[src/rtl/uart_tx_scheduler_pkg.sv]
// Shared types and constants for the UART transmit scheduler.
// Holds the FSM state encoding, default widths and the index-width helper.
package uart_tx_scheduler_pkg;

   localparam int unsigned DEF_BYTE_W = 8;
   localparam int unsigned DEF_WORD_W = 4 * DEF_BYTE_W;
   localparam int unsigned CNT_W      = 2;

   typedef enum logic [2:0] {
      S_IDLE      = 3'd0,
      S_LOAD      = 3'd1,
      S_SEND      = 3'd2,
      S_WAIT_BSY  = 3'd3,
      S_WAIT_DONE = 3'd4
   } state_e;

   // Index width that stays legal for a single requester.
   function automatic int unsigned idx_w(input int unsigned n);
      return (n > 1) ? $clog2(n) : 1;
   endfunction

endpackage

[src/rtl/uart_tx_scheduler_if.sv]
// Requester and UART-side signals of the transmit scheduler.
// master = scheduler, slave = requesters plus uart core.
interface uart_tx_scheduler_if
   import uart_tx_scheduler_pkg::*;
#(
   parameter int unsigned N_REQ  = 2,
   parameter int unsigned WORD_W = DEF_WORD_W,
   parameter int unsigned BYTE_W = DEF_BYTE_W
);
   localparam int unsigned IDX_W = idx_w(N_REQ);

   logic [N_REQ-1:0]        req;
   logic [N_REQ*WORD_W-1:0] req_data;
   logic [N_REQ*CNT_W-1:0]  req_len;
   logic [N_REQ-1:0]        ack;
   logic                    tx_ena;
   logic [BYTE_W-1:0]       tx_data;
   logic                    tx_busy;
   logic [IDX_W-1:0]        owner;
   logic                    active;
   logic                    tmo_err;

   modport master (
      input  req, req_data, req_len, tx_busy,
      output ack, tx_ena, tx_data, owner, active, tmo_err
   );

   modport slave (
      output req, req_data, req_len, tx_busy,
      input  ack, tx_ena, tx_data, owner, active, tmo_err
   );

endinterface

[src/rtl/uart_tx_scheduler_rr_arbiter.sv]
// Combinational round-robin arbiter: first set request at or after ptr, wrapping.
// Returns a one-hot grant, its index and a valid flag.
module uart_tx_scheduler_rr_arbiter #(
   parameter int unsigned N_REQ = 2,
   parameter int unsigned IDX_W = 1
) (
   input  logic [N_REQ-1:0] req,
   input  logic [IDX_W-1:0] ptr,
   output logic [N_REQ-1:0] grant,
   output logic [IDX_W-1:0] idx,
   output logic             vld
);

   always_comb begin
      grant = '0;
      idx   = '0;
      vld   = 1'b0;
      // Offset k from ptr maps to requester i when ptr+k == i or ptr+k == i+N_REQ.
      for (int k = 0; k < int'(N_REQ); k++) begin
         for (int i = 0; i < int'(N_REQ); i++) begin
            if (!vld && req[i] &&
                ((int'(ptr) + k == i) || (int'(ptr) + k == i + int'(N_REQ)))) begin
               vld      = 1'b1;
               grant[i] = 1'b1;
               idx      = IDX_W'(i);
            end
         end
      end
   end

endmodule

[src/rtl/uart_tx_scheduler.sv]
// Shares one byte-wide UART transmitter between N_REQ word-wide requesters.
// Round-robin picks a word, then sends 1-4 bytes MSB-first over tx_ena/tx_busy.
module uart_tx_scheduler
   import uart_tx_scheduler_pkg::*;
#(
   parameter int unsigned N_REQ   = 2,
   parameter int unsigned WORD_W  = DEF_WORD_W,
   parameter int unsigned BYTE_W  = DEF_BYTE_W,
   parameter int unsigned BSY_TMO = 16
) (
   input  logic                clk,
   input  logic                reset,
   uart_tx_scheduler_if.master bus
);

   localparam int unsigned IDX_W = idx_w(N_REQ);
   localparam int unsigned TMO_W = $clog2(BSY_TMO + 1);

   state_e              state_q,   state_d;
   logic [WORD_W-1:0]   shift_q,   shift_d;
   logic [CNT_W-1:0]    cnt_q,     cnt_d;
   logic [TMO_W-1:0]    tmo_q,     tmo_d;
   logic [IDX_W-1:0]    rr_ptr_q,  rr_ptr_d;
   logic [IDX_W-1:0]    owner_q,   owner_d;
   logic [N_REQ-1:0]    ack_q,     ack_d;
   logic                tx_ena_q,  tx_ena_d;
   logic [BYTE_W-1:0]   tx_data_q, tx_data_d;
   logic                active_q,  active_d;
   logic                tmo_err_q, tmo_err_d;

   logic [N_REQ-1:0]    grant;
   logic [IDX_W-1:0]    grant_idx;
   logic                grant_vld;
   logic [WORD_W-1:0]   word_sel;
   logic [CNT_W-1:0]    len_sel;

   uart_tx_scheduler_rr_arbiter #(
      .N_REQ (N_REQ),
      .IDX_W (IDX_W)
   ) u_arb (
      .req   (bus.req),
      .ptr   (rr_ptr_q),
      .grant (grant),
      .idx   (grant_idx),
      .vld   (grant_vld)
   );

   // Word and length of the granted requester.
   always_comb begin
      word_sel = '0;
      len_sel  = '0;
      for (int i = 0; i < int'(N_REQ); i++) begin
         if (grant[i]) begin
            word_sel = bus.req_data[i*int'(WORD_W) +: WORD_W];
            len_sel  = bus.req_len[i*int'(CNT_W) +: CNT_W];
         end
      end
   end

   always_comb begin
      state_d   = state_q;
      shift_d   = shift_q;
      cnt_d     = cnt_q;
      tmo_d     = tmo_q;
      rr_ptr_d  = rr_ptr_q;
      owner_d   = owner_q;
      ack_d     = '0;
      tx_ena_d  = 1'b0;
      tx_data_d = tx_data_q;
      active_d  = active_q;
      tmo_err_d = tmo_err_q;

      unique case (state_q)
         // Capture on the decision edge so ack/active are visible during LOAD.
         S_IDLE: begin
            if (grant_vld && !bus.tx_busy) begin
               owner_d  = grant_idx;
               ack_d    = grant;
               shift_d  = word_sel;
               cnt_d    = len_sel;
               active_d = 1'b1;
               state_d  = S_LOAD;
            end
         end
         S_LOAD: begin
            tx_ena_d  = 1'b1;
            tx_data_d = shift_q[WORD_W-1 -: BYTE_W];
            state_d   = S_SEND;
         end
         S_SEND: begin
            tmo_d   = '0;
            state_d = S_WAIT_BSY;
         end
         S_WAIT_BSY: begin
            if (bus.tx_busy) begin
               state_d = S_WAIT_DONE;
            end else if (tmo_q >= TMO_W'(BSY_TMO - 1)) begin
               tmo_d     = TMO_W'(BSY_TMO);
               tmo_err_d = 1'b1;
               active_d  = 1'b0;
               state_d   = S_IDLE;
            end else begin
               tmo_d = tmo_q + TMO_W'(1);
            end
         end
         S_WAIT_DONE: begin
            if (!bus.tx_busy) begin
               if (cnt_q == '0) begin
                  active_d = 1'b0;
                  rr_ptr_d = (owner_q == IDX_W'(N_REQ - 1)) ? '0 : owner_q + IDX_W'(1);
                  state_d  = S_IDLE;
               end else begin
                  shift_d   = shift_q << BYTE_W;
                  cnt_d     = cnt_q - CNT_W'(1);
                  tx_ena_d  = 1'b1;
                  tx_data_d = shift_q[WORD_W-BYTE_W-1 -: BYTE_W];
                  state_d   = S_SEND;
               end
            end
         end
         default: state_d = S_IDLE;
      endcase
   end

   always_ff @(posedge clk or posedge reset) begin
      if (reset) begin
         state_q   <= S_IDLE;
         shift_q   <= '0;
         cnt_q     <= '0;
         tmo_q     <= '0;
         rr_ptr_q  <= '0;
         owner_q   <= '0;
         ack_q     <= '0;
         tx_ena_q  <= 1'b0;
         tx_data_q <= '0;
         active_q  <= 1'b0;
         tmo_err_q <= 1'b0;
      end else begin
         state_q   <= state_d;
         shift_q   <= shift_d;
         cnt_q     <= cnt_d;
         tmo_q     <= tmo_d;
         rr_ptr_q  <= rr_ptr_d;
         owner_q   <= owner_d;
         ack_q     <= ack_d;
         tx_ena_q  <= tx_ena_d;
         tx_data_q <= tx_data_d;
         active_q  <= active_d;
         tmo_err_q <= tmo_err_d;
      end
   end

   assign bus.ack     = ack_q;
   assign bus.tx_ena  = tx_ena_q;
   assign bus.tx_data = tx_data_q;
   assign bus.owner   = owner_q;
   assign bus.active  = active_q;
   assign bus.tmo_err = tmo_err_q;

endmodule

[src/flat_wrapper.sv]
// flat-port wrapper written by rule: the top's interface ports become plain ports
module uart_tx_scheduler_flat import uart_tx_scheduler_pkg::*;
#(
   parameter int unsigned N_REQ   = 2,
   parameter int unsigned WORD_W  = DEF_WORD_W,
   parameter int unsigned BYTE_W  = DEF_BYTE_W,
   parameter int unsigned BSY_TMO = 16
)
  (clk, reset, bus_req, bus_req_data, bus_req_len, bus_tx_busy, bus_ack, bus_tx_ena, bus_tx_data, bus_owner, bus_active, bus_tmo_err);
  uart_tx_scheduler_if #(.N_REQ(N_REQ), .WORD_W(WORD_W), .BYTE_W(BYTE_W)) bus_i ();
  input  logic clk;
  input  logic reset;
  input wire logic [$bits(bus_i.req)-1:0] bus_req;
  input wire logic [$bits(bus_i.req_data)-1:0] bus_req_data;
  input wire logic [$bits(bus_i.req_len)-1:0] bus_req_len;
  input wire logic [$bits(bus_i.tx_busy)-1:0] bus_tx_busy;
  output wire logic [$bits(bus_i.ack)-1:0] bus_ack;
  output wire logic [$bits(bus_i.tx_ena)-1:0] bus_tx_ena;
  output wire logic [$bits(bus_i.tx_data)-1:0] bus_tx_data;
  output wire logic [$bits(bus_i.owner)-1:0] bus_owner;
  output wire logic [$bits(bus_i.active)-1:0] bus_active;
  output wire logic [$bits(bus_i.tmo_err)-1:0] bus_tmo_err;
  assign bus_i.req = bus_req;
  assign bus_i.req_data = bus_req_data;
  assign bus_i.req_len = bus_req_len;
  assign bus_i.tx_busy = bus_tx_busy;
  assign bus_ack = bus_i.ack;
  assign bus_tx_ena = bus_i.tx_ena;
  assign bus_tx_data = bus_i.tx_data;
  assign bus_owner = bus_i.owner;
  assign bus_active = bus_i.active;
  assign bus_tmo_err = bus_i.tmo_err;
  uart_tx_scheduler #(.N_REQ(N_REQ), .WORD_W(WORD_W), .BYTE_W(BYTE_W), .BSY_TMO(BSY_TMO)) u_core (.clk(clk), .reset(reset), .bus(bus_i));
endmodule
[config.mk]
export PLATFORM = sky130hd
export DESIGN_NAME = uart_tx_scheduler_flat
export DESIGN_NICKNAME = d
export VERILOG_FILES = /design/src/rtl/uart_tx_scheduler_pkg.sv /design/src/rtl/uart_tx_scheduler_if.sv /design/src/rtl/uart_tx_scheduler_rr_arbiter.sv /design/src/rtl/uart_tx_scheduler.sv /design/src/flat_wrapper.sv
export SDC_FILE = /design/constraint.sdc
export NUM_CORES = 1
export LEC_CHECK = 0
export ABC_AREA = 1
export ABC_CLOCK_PERIOD_IN_PS = 5750
export CORE_MARGIN = 3
export CORE_UTILIZATION = 52
export DETAILED_ROUTE_END_ITERATION = 6
export PLACE_DENSITY = 0.86
export SETUP_SLACK_MARGIN = 0.5
export SLEW_MARGIN = 10
export SYNTH_ARGS = -nofsm -noshare
export SYNTH_HDL_FRONTEND = slang
export SYNTH_HIERARCHICAL = 1
export SYNTH_SLANG_ARGS = --single-unit
export TNS_END_PERCENT = 5
[constraint.sdc]
create_clock -name clk -period 5.75 [get_ports clk]
set_clock_uncertainty 0.2 [all_clocks]
set_input_delay 1.15 -clock clk [delete_from_list [all_inputs] [get_ports clk]]
set_output_delay 1.15 -clock clk [all_outputs]
set_load 0.01 [all_outputs]
==> flow_metrics.py <==
metrics = {
    "logic_synthesis": {
        "synth-compound-area-share_pct": 17.14,
        "synthFlopType": "dfrtp_1",
        "syn-instance-count": 418,
        "yosysUniqueCellTypes": 27,
        "muxShareOfSynthArea_pct": 0,
        "synth_seq_cells": 57,
        "ys_warn_count": 6,
        "yosys.area_share.simple_pct": 28.59,
        "synth-xor-area-share_pct": 0,
        "synth_fa_ha_area_share_pct": 1.201,
        "synth_edf_count": 0,
        "async_flop_share_pct": 100.0,
        "synth_top_family_by_area": "simple AND/OR/NAND/NOR gates",
        "synth.avg_cell_area_sq_um": 7.474,
        "seq_area_frac_synth_pct": 45.65,
        "syn_area_sq_um": 3124,
        "syn_nets": 494,
    },
    "clock_tree": {
        "numCtsBuffers": 9,
        "clockBufferDepth": 2,
        "htree_levels": 3,
        "cts_tree": "yes",
        "path_clk_slew_ps": 60,
        "root_buffer": "clkbuf_8",
        "hold_buffers": 0,
        "cts_setup_buffers": 0,
        "clock-sinks": 57,
        "cts_resized": 0,
        "clock_latency_ps": 320,
    },
    "global_routing": {
        "grt_pass1_wl_mm": 12.31,
        "grt.overflow.total": 0,
        "first_global_vias": 2789,
        "antenna_found_initial": 0,
        "grt_max_degree": 58,
        "grt_use_total_pct": 21.25,
    },
    "setup_path": {
        "crit_fanout": 32,
        "worstPathRequired_ps": 5730,
        "reg2reg_slack_ps": 3030,
        "regToRegStartpoint": "u_core/state_q[0]",
        "setup.worst_path.end_class": "flip-flop",
        "start_kind": "input port",
        "critPathKind": "input port to flip-flop",
        "critPathArrivalTime_ps": 3030,
        "r2r-end": "u_core/shift_q[7]",
        "reg2reg_depth": 7,
    },
    "cells_and_area": {
        "utilization_pct": 72.77,
        "drive_above_1_share_pct": 5.179,
        "final_common_cell": "nand2_1",
        "area_growth_syn_to_layout_pct": 32.20,
        "diodes": 0,
        "final_nets": 573,
        "final_cell_mix": "nand2_1, clkdlybuf4s50_1, dfrtp_1, o21ai_0, inv_1",
        "fillers": 460,
    },
    "timing": {
        "min_period_ps": 3055,
        "slew_headroom_pct": 44.57,
        "finalHoldViolations": 0,
        "slew_viol_final": 0,
        "fin_tns_setup_ps": 0,
        "finalSetupViolCount": 0,
        "tightest_slew_ps": 829.5,
        "fin_crit_sh_pct": 53.13,
        "grt_setup_unrepaired": "false",
        "clock.fmax_ghz": 0.3273,
    },
    "floorplan": {
        "die_x_um": 83.51,
        "placementRows": 27,
        "io_pins": 87,
        "initial_utilization_pct": 55.05,
        "core_sq_um": 5675,
        "die_y_um": 83.51,
        "dieArea_sq_um": 6974,
    },
    "power_and_ir_drop": {
        "power_switching_mw": 0.6477,
        "netSwitchingFraction_pct": 39.99,
        "seq_power_share_pct": 39.2,
        "peakVddDrop_v": 0.0002016,
        "p_int_mw": 0.9721,
        "power.density_nw_per_um2": 392.2,
        "p_comb_share_pct": 42.4,
        "pwr-share-clk_pct": 18.5,
        "p_leak_nw": 1.960,
    },
    "routing": {
        "num_vias": 2949,
        "avgRoutedWirePerCell_um": 12.44,
        "routed_wirelength_mm": 7.139,
        "ant_nets": 0,
        "drt_first_iter_violations": 216,
        "firstDrtPassIters": 5,
        "avgViaCountPerCell": 5.138,
        "drc_errors": 0,
    },
    "run_status": {
        "status": "complete, no violations",
    },
    "min_path": {
        "whs_path_depth": 2,
        "holdPathEnd": "u_core/bus.tmo_err",
        "min_path_type": "flip-flop to flip-flop",
        "hp-start": "u_core/bus.tmo_err",
    },
    "place": {
        "dp_hpwl_mm": 4.892,
        "port_buffers": 86,
        "place.gp.congestion": 0.8001,
    },
    "run": {
        "maxCapViolCount": 0,
    },
}
==> stage by stage <==
stage / setup WS (ps) / cells / hold WS (ps) / cell area [sq um] / total power [mW]
3_5_place_dp: 2361 / 558 / 254.0 / 3975 / 1.320
5_1_grt: 2529 / 574 / 299.8 / 4130 / 1.756
4_1_cts: 2703 / 574 / 279.0 / 4130 / 1.628
6_report: 2695 / 574 / 273.4 / 4130 / 1.620
3_3_place_gp: 2466 / 558 / 251.2 / 3975 / 1.295
2_1_floorplan: 3000 / 418 / 249.2 / 3124 / 1.131
==> how the worst max path moves through the flow <==
stage                        end  depth (start not counted)         from
4_1_cts        u_core/shift_q[7]                          7  bus_tx_busy
3_5_place_dp   u_core/shift_q[2]                          7  bus_tx_busy
6_report       u_core/shift_q[7]                          7  bus_tx_busy
2_1_floorplan  u_core/bus.ack[0]                          1        reset
5_1_grt        u_core/shift_q[1]                          7  bus_tx_busy
3_3_place_gp   u_core/shift_q[6]                          7  bus_tx_busy
==> synthesized netlist by cell type, types with 2 or more instances <==
master	number	area share (%)
dfrtp_1	57	46
o21ai_1	14	2.2
inv_1	30	3.6
nor2_4	2	0.72
o21ai_0	39	6.2
a21boi_0	24	5.8
buf_6	3	1.1
a22oi_1	8	1.9
nand4_1	3	0.60
nor2_1	11	1.3
buf_2	5	0.80
nand3_1	9	1.4
ha_1	3	1.2
clkbuf_1	8	0.96
nand2_2	3	0.60
nand2_1	186	22
buf_4	3	0.72
==> registers in the layout, summed over array words and instances (netlist names) <==
| register | count |
|---|---|
| u_core/bus.ack | 2 |
| u_core/bus.active | 1 |
| u_core/bus.owner | 1 |
| u_core/bus.tmo_err | 1 |
| u_core/bus.tx_data | 8 |
| u_core/bus.tx_ena | 1 |
| u_core/cnt_q | 2 |
| u_core/rr_ptr_q | 1 |
| u_core/shift_q | 32 |
| u_core/state_q | 3 |
| u_core/tmo_q | 5 |
==> cell type report <==
cell class	instances	area, sq um	area share (%)
inverters	31	116.4	2.817
multi-input cells	310	1466	35.50
repair buffers	88	875.8	21.21
flip-flops and latches	57	1426	34.54
clock buffers	12	135.1	3.272
clock inverters	4	20.02	0.4847
well taps	72	90.09	2.181
==> metal layers <==
metal | vias to the layer above | GRT usage [%] | wire [um]
met5 | - | 0 | 0
met4 | 0 | 8.772 | 149
met3 | 16 | 4.640 | 476
met1 | 1336 | 27.23 | 3240
met2 | 101 | 34.99 | 3273
li1 | 1496 | - | -
==> kinds of logic (layout without fill, tap and decap cells) <==
| group | after synthesis | count (layout) |
|---|---|---|
| fa+ha+maj | 3 | 3 |
| buf+inv | 51 | 135 |
| flops | 57 | 57 |
| simple gates | 218 | 218 |
| compound gates | 89 | 89 |
==> power by group through the flow <==
stage | Sequential [mW] | Clock, mW | Combinational (mW)
after CTS | 0.634 | 0.307 | 0.688
after global placement | 0.632 | 0 | 0.662
after floorplan | 0.635 | 0 | 0.497
final | 0.634 | 0.299 | 0.686
after global routing | 0.655 | 0.323 | 0.778
after detailed placement | 0.638 | 0 | 0.682
==> worst max-delay path, cell delays in order <==
cell and delay (ps):
clkdlybuf4s50_1 510, inv_1 170, nand2_1 70, nand3_1 110, nand4_2 660, nand2_1 240, o21ai_0 110
Note: power is estimated with default switching activity, not from simulation.
